<file path="src/rtl/ldpc_code_packer.sv">
// Buffers 12-bit LDPC codewords and serialises each into two UART bytes.
// High byte carries the sync nibble; low byte follows, never interleaved.
module ldpc_code_packer #(
    parameter int         DEPTH = 4,
    parameter logic [3:0] HDR   = 4'hA
) (
    input  logic                           clk,
    input  logic                           rst,
    input  logic [11:0]                    code,
    input  logic                           tx_en,
    input  logic                           uart_tx_busy,
    output logic                           uart_tx_start,
    output logic [7:0]                     uart_tx_data,
    output logic [$clog2(DEPTH+1)-1:0]     fifo_count,
    output logic                           fifo_full,
    output logic                           overflow,
    output logic                           busy
);

    localparam int AW = $clog2(DEPTH);
    localparam int CW = $clog2(DEPTH + 1);
    localparam logic [CW-1:0] FULL_CNT = CW'(DEPTH);

    typedef enum logic [2:0] {
        S_IDLE,
        S_SEND_HI,
        S_GUARD_HI,
        S_WAIT_HI,
        S_SEND_LO,
        S_GUARD_LO,
        S_WAIT_LO
    } state_t;

    state_t        r_state;
    logic [11:0]   r_mem [DEPTH];
    logic [11:0]   r_word;
    logic [AW-1:0] r_wr;
    logic [AW-1:0] r_rd;
    logic [CW-1:0] r_count;
    logic          r_full;
    logic          r_ovf;
    logic          r_busy;
    logic          r_start;
    logic [7:0]    r_data;

    logic          w_pop;
    logic          w_push;
    logic          w_active_nxt;
    logic [CW-1:0] w_cnt_nxt;

    assign w_pop  = (r_state == S_IDLE) && (r_count != '0);
    assign w_push = tx_en && (!r_full || w_pop);

    always_comb begin
        w_cnt_nxt = r_count;
        if (w_push && !w_pop) begin
            w_cnt_nxt = r_count + 1'b1;
        end else if (!w_push && w_pop) begin
            w_cnt_nxt = r_count - 1'b1;
        end
    end

    // Whether the FSM will be outside IDLE after this edge.
    always_comb begin
        w_active_nxt = 1'b1;
        case (r_state)
            S_IDLE:    w_active_nxt = w_pop;
            S_WAIT_LO: w_active_nxt = uart_tx_busy;
            default:   w_active_nxt = 1'b1;
        endcase
    end

    always_ff @(posedge clk) begin
        if (w_push) begin
            r_mem[r_wr] <= code;
        end
    end

    always_ff @(posedge clk or posedge rst) begin
        if (rst) begin
            r_wr    <= '0;
            r_rd    <= '0;
            r_count <= '0;
            r_full  <= 1'b0;
            r_ovf   <= 1'b0;
            r_busy  <= 1'b0;
        end else begin
            if (w_push) begin
                r_wr <= r_wr + 1'b1;
            end
            if (w_pop) begin
                r_rd <= r_rd + 1'b1;
            end
            if (tx_en && !w_push) begin
                r_ovf <= 1'b1;
            end
            r_count <= w_cnt_nxt;
            r_full  <= (w_cnt_nxt == FULL_CNT);
            r_busy  <= w_active_nxt || (w_cnt_nxt != '0);
        end
    end

    always_ff @(posedge clk or posedge rst) begin
        if (rst) begin
            r_state <= S_IDLE;
            r_word  <= '0;
            r_start <= 1'b0;
            r_data  <= '0;
        end else begin
            r_start <= 1'b0;
            case (r_state)
                S_IDLE: begin
                    if (w_pop) begin
                        r_word  <= r_mem[r_rd];
                        r_state <= S_SEND_HI;
                    end
                end
                S_SEND_HI: begin
                    if (!uart_tx_busy) begin
                        r_data  <= {HDR, r_word[11:8]};
                        r_start <= 1'b1;
                        r_state <= S_GUARD_HI;
                    end
                end
                S_GUARD_HI: r_state <= S_WAIT_HI;
                S_WAIT_HI: begin
                    if (!uart_tx_busy) begin
                        r_state <= S_SEND_LO;
                    end
                end
                S_SEND_LO: begin
                    if (!uart_tx_busy) begin
                        r_data  <= r_word[7:0];
                        r_start <= 1'b1;
                        r_state <= S_GUARD_LO;
                    end
                end
                S_GUARD_LO: r_state <= S_WAIT_LO;
                S_WAIT_LO: begin
                    if (!uart_tx_busy) begin
                        r_state <= S_IDLE;
                    end
                end
                default: r_state <= S_IDLE;
            endcase
        end
    end

    assign uart_tx_start = r_start;
    assign uart_tx_data  = r_data;
    assign fifo_count    = r_count;
    assign fifo_full     = r_full;
    assign overflow      = r_ovf;
    assign busy          = r_busy;

endmodule

</file>
<file path="config.mk">
export PLATFORM = sky130hd
export DESIGN_NAME = ldpc_code_packer
export DESIGN_NICKNAME = d
export VERILOG_FILES = /design/src/rtl/ldpc_code_packer.sv
export SDC_FILE = /design/constraint.sdc
export NUM_CORES = 1
export LEC_CHECK = 0
export ABC_AREA = 1
export CORE_MARGIN = 4
export CORE_UTILIZATION = 40
export DETAILED_ROUTE_END_ITERATION = 8
export GPL_TIMING_DRIVEN = 0
export HOLD_SLACK_MARGIN = 0.03
export MAX_ROUTING_LAYER = met4
export SYNTH_ARGS = -nofsm -noshare
export SYNTH_HDL_FRONTEND = slang
export SYNTH_SLANG_ARGS = --single-unit
</file>
<file path="constraint.sdc">
create_clock -name clk -period 2.95 [get_ports clk]
set_input_delay 0.295 -clock clk [delete_from_list [all_inputs] [get_ports clk]]
set_output_delay 0.295 -clock clk [all_outputs]
set_load 0.01 [all_outputs]
</file>
==> results.sh <==
export IMPL_gp_congestion=0.766
export IMPL_ys_top_cells_by_area="edfxtp_1, dfrtp_1, nand2_1"
export IMPL_fmax_ghz=0.366
export IMPL_cts_buffers=9
export IMPL_grt_antenna_before_repair=0
export IMPL_sw_frac_of_total_pct=37.7
export IMPL_grt_start_max_net_pins=35
export IMPL_path_clk_slew_ns=0.09
export IMPL_area_delta_synth_final_pct=18.1
export IMPL_drc=0
export IMPL_grt_first_pass_wirelength_um=11000
export IMPL_die_h_um=102
export IMPL_final_nets=368
export IMPL_p_int_mw=2.61
export IMPL_maxCapViolCount=0
export IMPL_worstMarginPinSlew_ns=1.17
export IMPL_syn_nets=327
export IMPL_worst_slack_ns=0.216
export IMPL_insertion_delay_ns=0.35
export IMPL_core_area_um2=8380
export IMPL_worst_path_max_delay_cell="nor2_1"
export IMPL_fin_tns_setup_ns=0
export IMPL_p_sw_mw=1.57
export IMPL_p_per_area_nw_per_um2=1010
export IMPL_hold_violations=0
export IMPL_final_cell_area_um2=4140
export IMPL_seq_power_share_pct=42.2
export IMPL_postRouteAntennaNets=0
export IMPL_fin_cells=455
export IMPL_cts_sink_count=82
export IMPL_num_vias=2263
export IMPL_clock_root_buffer="clkbuf_8"
export IMPL_drive_gt1_share_pct=12.6
export IMPL_cp_arrival_ns=2.70
export IMPL_min_period_ns=2.73
export IMPL_synth_edf_count=48
export IMPL_post_place_ws_ns=0.154
export IMPL_yosysWarnings=0
export IMPL_firstDrtPassIters=5
export IMPL_outcome="finished, final reports clean"
export IMPL_start_util_pct=41.8
export IMPL_hold_class="input port to async pin"
export IMPL_hold_buffers=0
export IMPL_seq_area_frac_synth_pct=65.4
export IMPL_track_usage_pct=14.5
export IMPL_maxSlewViolCount=0
export IMPL_initialDrtViolationCount=83
export IMPL_comb_power_share_pct=38.1
export IMPL_syn_avg_cell_area_um2=11.5
export IMPL_p_leak_nw=1.68
export IMPL_grt_ovfl_total=0
export IMPL_viasPerCell=4.97
export IMPL_holdWs_ns=0.372
export IMPL_yosysUniqueCellTypes=34
export IMPL_grt_pass1_vias=2220
export IMPL_cts_path_max_buffers=2
export IMPL_wl_per_cell_um=14.5
export IMPL_cts_setup_buffers=0
export IMPL_placed_cells=439
export IMPL_dp_hpwl_um=4380
export IMPL_synth_seq_cells=82
export IMPL_timing_final_crit_share_pct=92.7
export IMPL_power_frac_clock_pct=19.6
export IMPL_die_x_um=102
export IMPL_ys_async_sr_fraction_pct=41.5
export IMPL_routed_wirelength_um=6590
export IMPL_cts_tree="built"
export IMPL_crit_type="flop to flop"
export IMPL_synth_area_um2=3500
export IMPL_worstPathCellList="inv_1, ha_1, ha_1, inv_1, nand3_4, inv_4, o21ai_4, nor2_1"
export IMPL_power_mw=4.18
export IMPL_ir_drop_v=0.000345
export IMPL_relSlewSlack_pct=21.7
export IMPL_pin_count=31
export IMPL_place_area_um2=3940
export IMPL_startpoint_type="flop"
export IMPL_required_ns=2.92
export IMPL_rsz0062_at_grt="yes"
export IMPL_port_buffers=30
export IMPL_diodes=0
export IMPL_critPathCaptureType="flop"
export IMPL_yosysTopAreaCellShare_pct=41.1
export IMPL_synth_top_area_cell="edfxtp_1"
export IMPL_row_count=33
export IMPL_syn_instance_count=304
export IMPL_cpPeakStageDelay_ns=0.90
export IMPL_worst_path_max_fanout=12
export IMPL_post_route_util_pct=49.4
export IMPL_htree_levels=3
export IMPL_setup_viol=0
export IMPL_synth_flop_cell="edfxtp_1"
export IMPL_skew_ns=0.00963
export IMPL_dieArea_um2=10300
## routing by layer
| layer | global-route usage [%] | share of wire, % | up-vias | routed length [µm] |
|---|---|---|---|---|
| met5 | - | 0 | - | 0 |
| met4 | 4.29 | 1.3 | 0 | 87 |
| met3 | 4.75 | 4.8 | 12 | 314 |
| met2 | 21.6 | 46 | 53 | 3060 |
| met1 | 18.8 | 47 | 1074 | 3130 |
| li1 | - | - | 1124 | - |
## layout make-up
cell class                 instances  area (µm²)
buffer                            10        53.8
clock buffer                       9         124
clock inverter                     7        76.3
fill                             771        4240
inverter                          35         134
multi-input combinational        177        1030
sequential                        82        2290
tap                              105         131
timing repair buffer              30         300
## logic make-up (layout without fill, tap and decap cells)
| kind of cell | Yosys count | in the layout | share of synthesized area [%] |
|---|---|---|---|
| compound gates | 52 | 52 | 9.46 |
| xor+xnor | 4 | 4 | 1.00 |
| fa+ha+maj | 7 | 7 | 2.50 |
| buf+inv | 45 | 91 | 5.36 |
| flops | 82 | 82 | 65.4 |
| mux | 8 | 8 | 2.29 |
| simple gates | 106 | 106 | 14.0 |
## Yosys cell counts (2+ instances only)
| master | count |
|---|---|
| a21oi_1 | 5 |
| buf_2 | 7 |
| clkbuf_1 | 2 |
| dfrtp_1 | 34 |
| edfxtp_1 | 48 |
| ha_1 | 7 |
| inv_1 | 32 |
| inv_2 | 2 |
| mux2i_1 | 8 |
| nand2_1 | 43 |
| nand2_2 | 3 |
| nand3_1 | 9 |
| nand3_2 | 3 |
| nand3_4 | 2 |
| nand4_1 | 2 |
| nor2_1 | 39 |
| nor2_2 | 2 |
| o21ai_0 | 20 |
| o21ai_1 | 3 |
| o22ai_1 | 13 |
| o32ai_1 | 4 |
| xor2_1 | 4 |
## worst max-delay path, delay by kind of cell, from the launching register on
kind	cells	cell delay (ns)
buf+inv	3	0.36
compound gates	1	0.09
fa+ha+maj	2	0.40
flops	1	0.43
simple gates	2	1.06
## path summary, 6_finish.rpt
check	depth (start not counted)	startpoint	endpoint	slack (ns)
max in group asynchronous	2	rst	uart_tx_data[5]$_DFFE_PP0P_	2.10
worst max-delay path	8	fifo_count[0]$_DFF_PP0_	r_mem[0][6]$_DFFE_PP_	0.22
worst min-delay path	2	rst	r_state[1]$_DFFE_PP0P_	0.37
worst min register to register	1	overflow$_DFFE_PP0P_	overflow$_DFFE_PP0P_	0.47
worst max register to register	8	fifo_count[0]$_DFF_PP0_	r_mem[0][6]$_DFFE_PP_	0.22
min in group clk	1	overflow$_DFFE_PP0P_	overflow$_DFFE_PP0P_	0.47
## power groups by stage
stage | Sequential [mW] | Clock, mW | Combinational (mW)
2_1_floorplan | 1.78 | 0 | 1.08
3_3_place_gp | 1.78 | 0 | 1.57
3_5_place_dp | 1.79 | 0 | 1.60
4_1_cts | 1.77 | 0.847 | 1.61
5_1_grt | 1.81 | 0.892 | 1.80
6_report | 1.76 | 0.821 | 1.59
## layout by cell type (no fill, tap or decap), types with 2 or more instances in the layout
cell type	n
a21oi_1	5
buf_2	7
clkbuf_1	2
clkbuf_8	9
clkdlybuf4s50_1	30
dfrtp_1	34
edfxtp_1	48
ha_1	7
inv_1	31
inv_2	3
inv_6	3
mux2i_1	8
nand2_1	43
nand2_2	3
nand3_1	9
nand3_2	3
nand3_4	2
nand4_1	2
nor2_1	38
nor2_2	3
o21ai_0	20
o21ai_1	3
o22ai_1	13
o32ai_1	4
xor2_1	4
## sequential cells by signal, indices dropped and copies added (netlist names)
register,count
r_mem,48
busy,1
overflow,1
r_state,3
uart_tx_start,1
uart_tx_data,8
r_word,12
fifo_count,3
r_rd,2
fifo_full,1
r_wr,2
## repair_timing
item,4_1_cts,5_1_grt
gates resized for setup,0,1
hold endpoints to repair,0,0
endpoints found under the setup margin,0,36
Note: power is estimated with default switching activity, not from simulation.
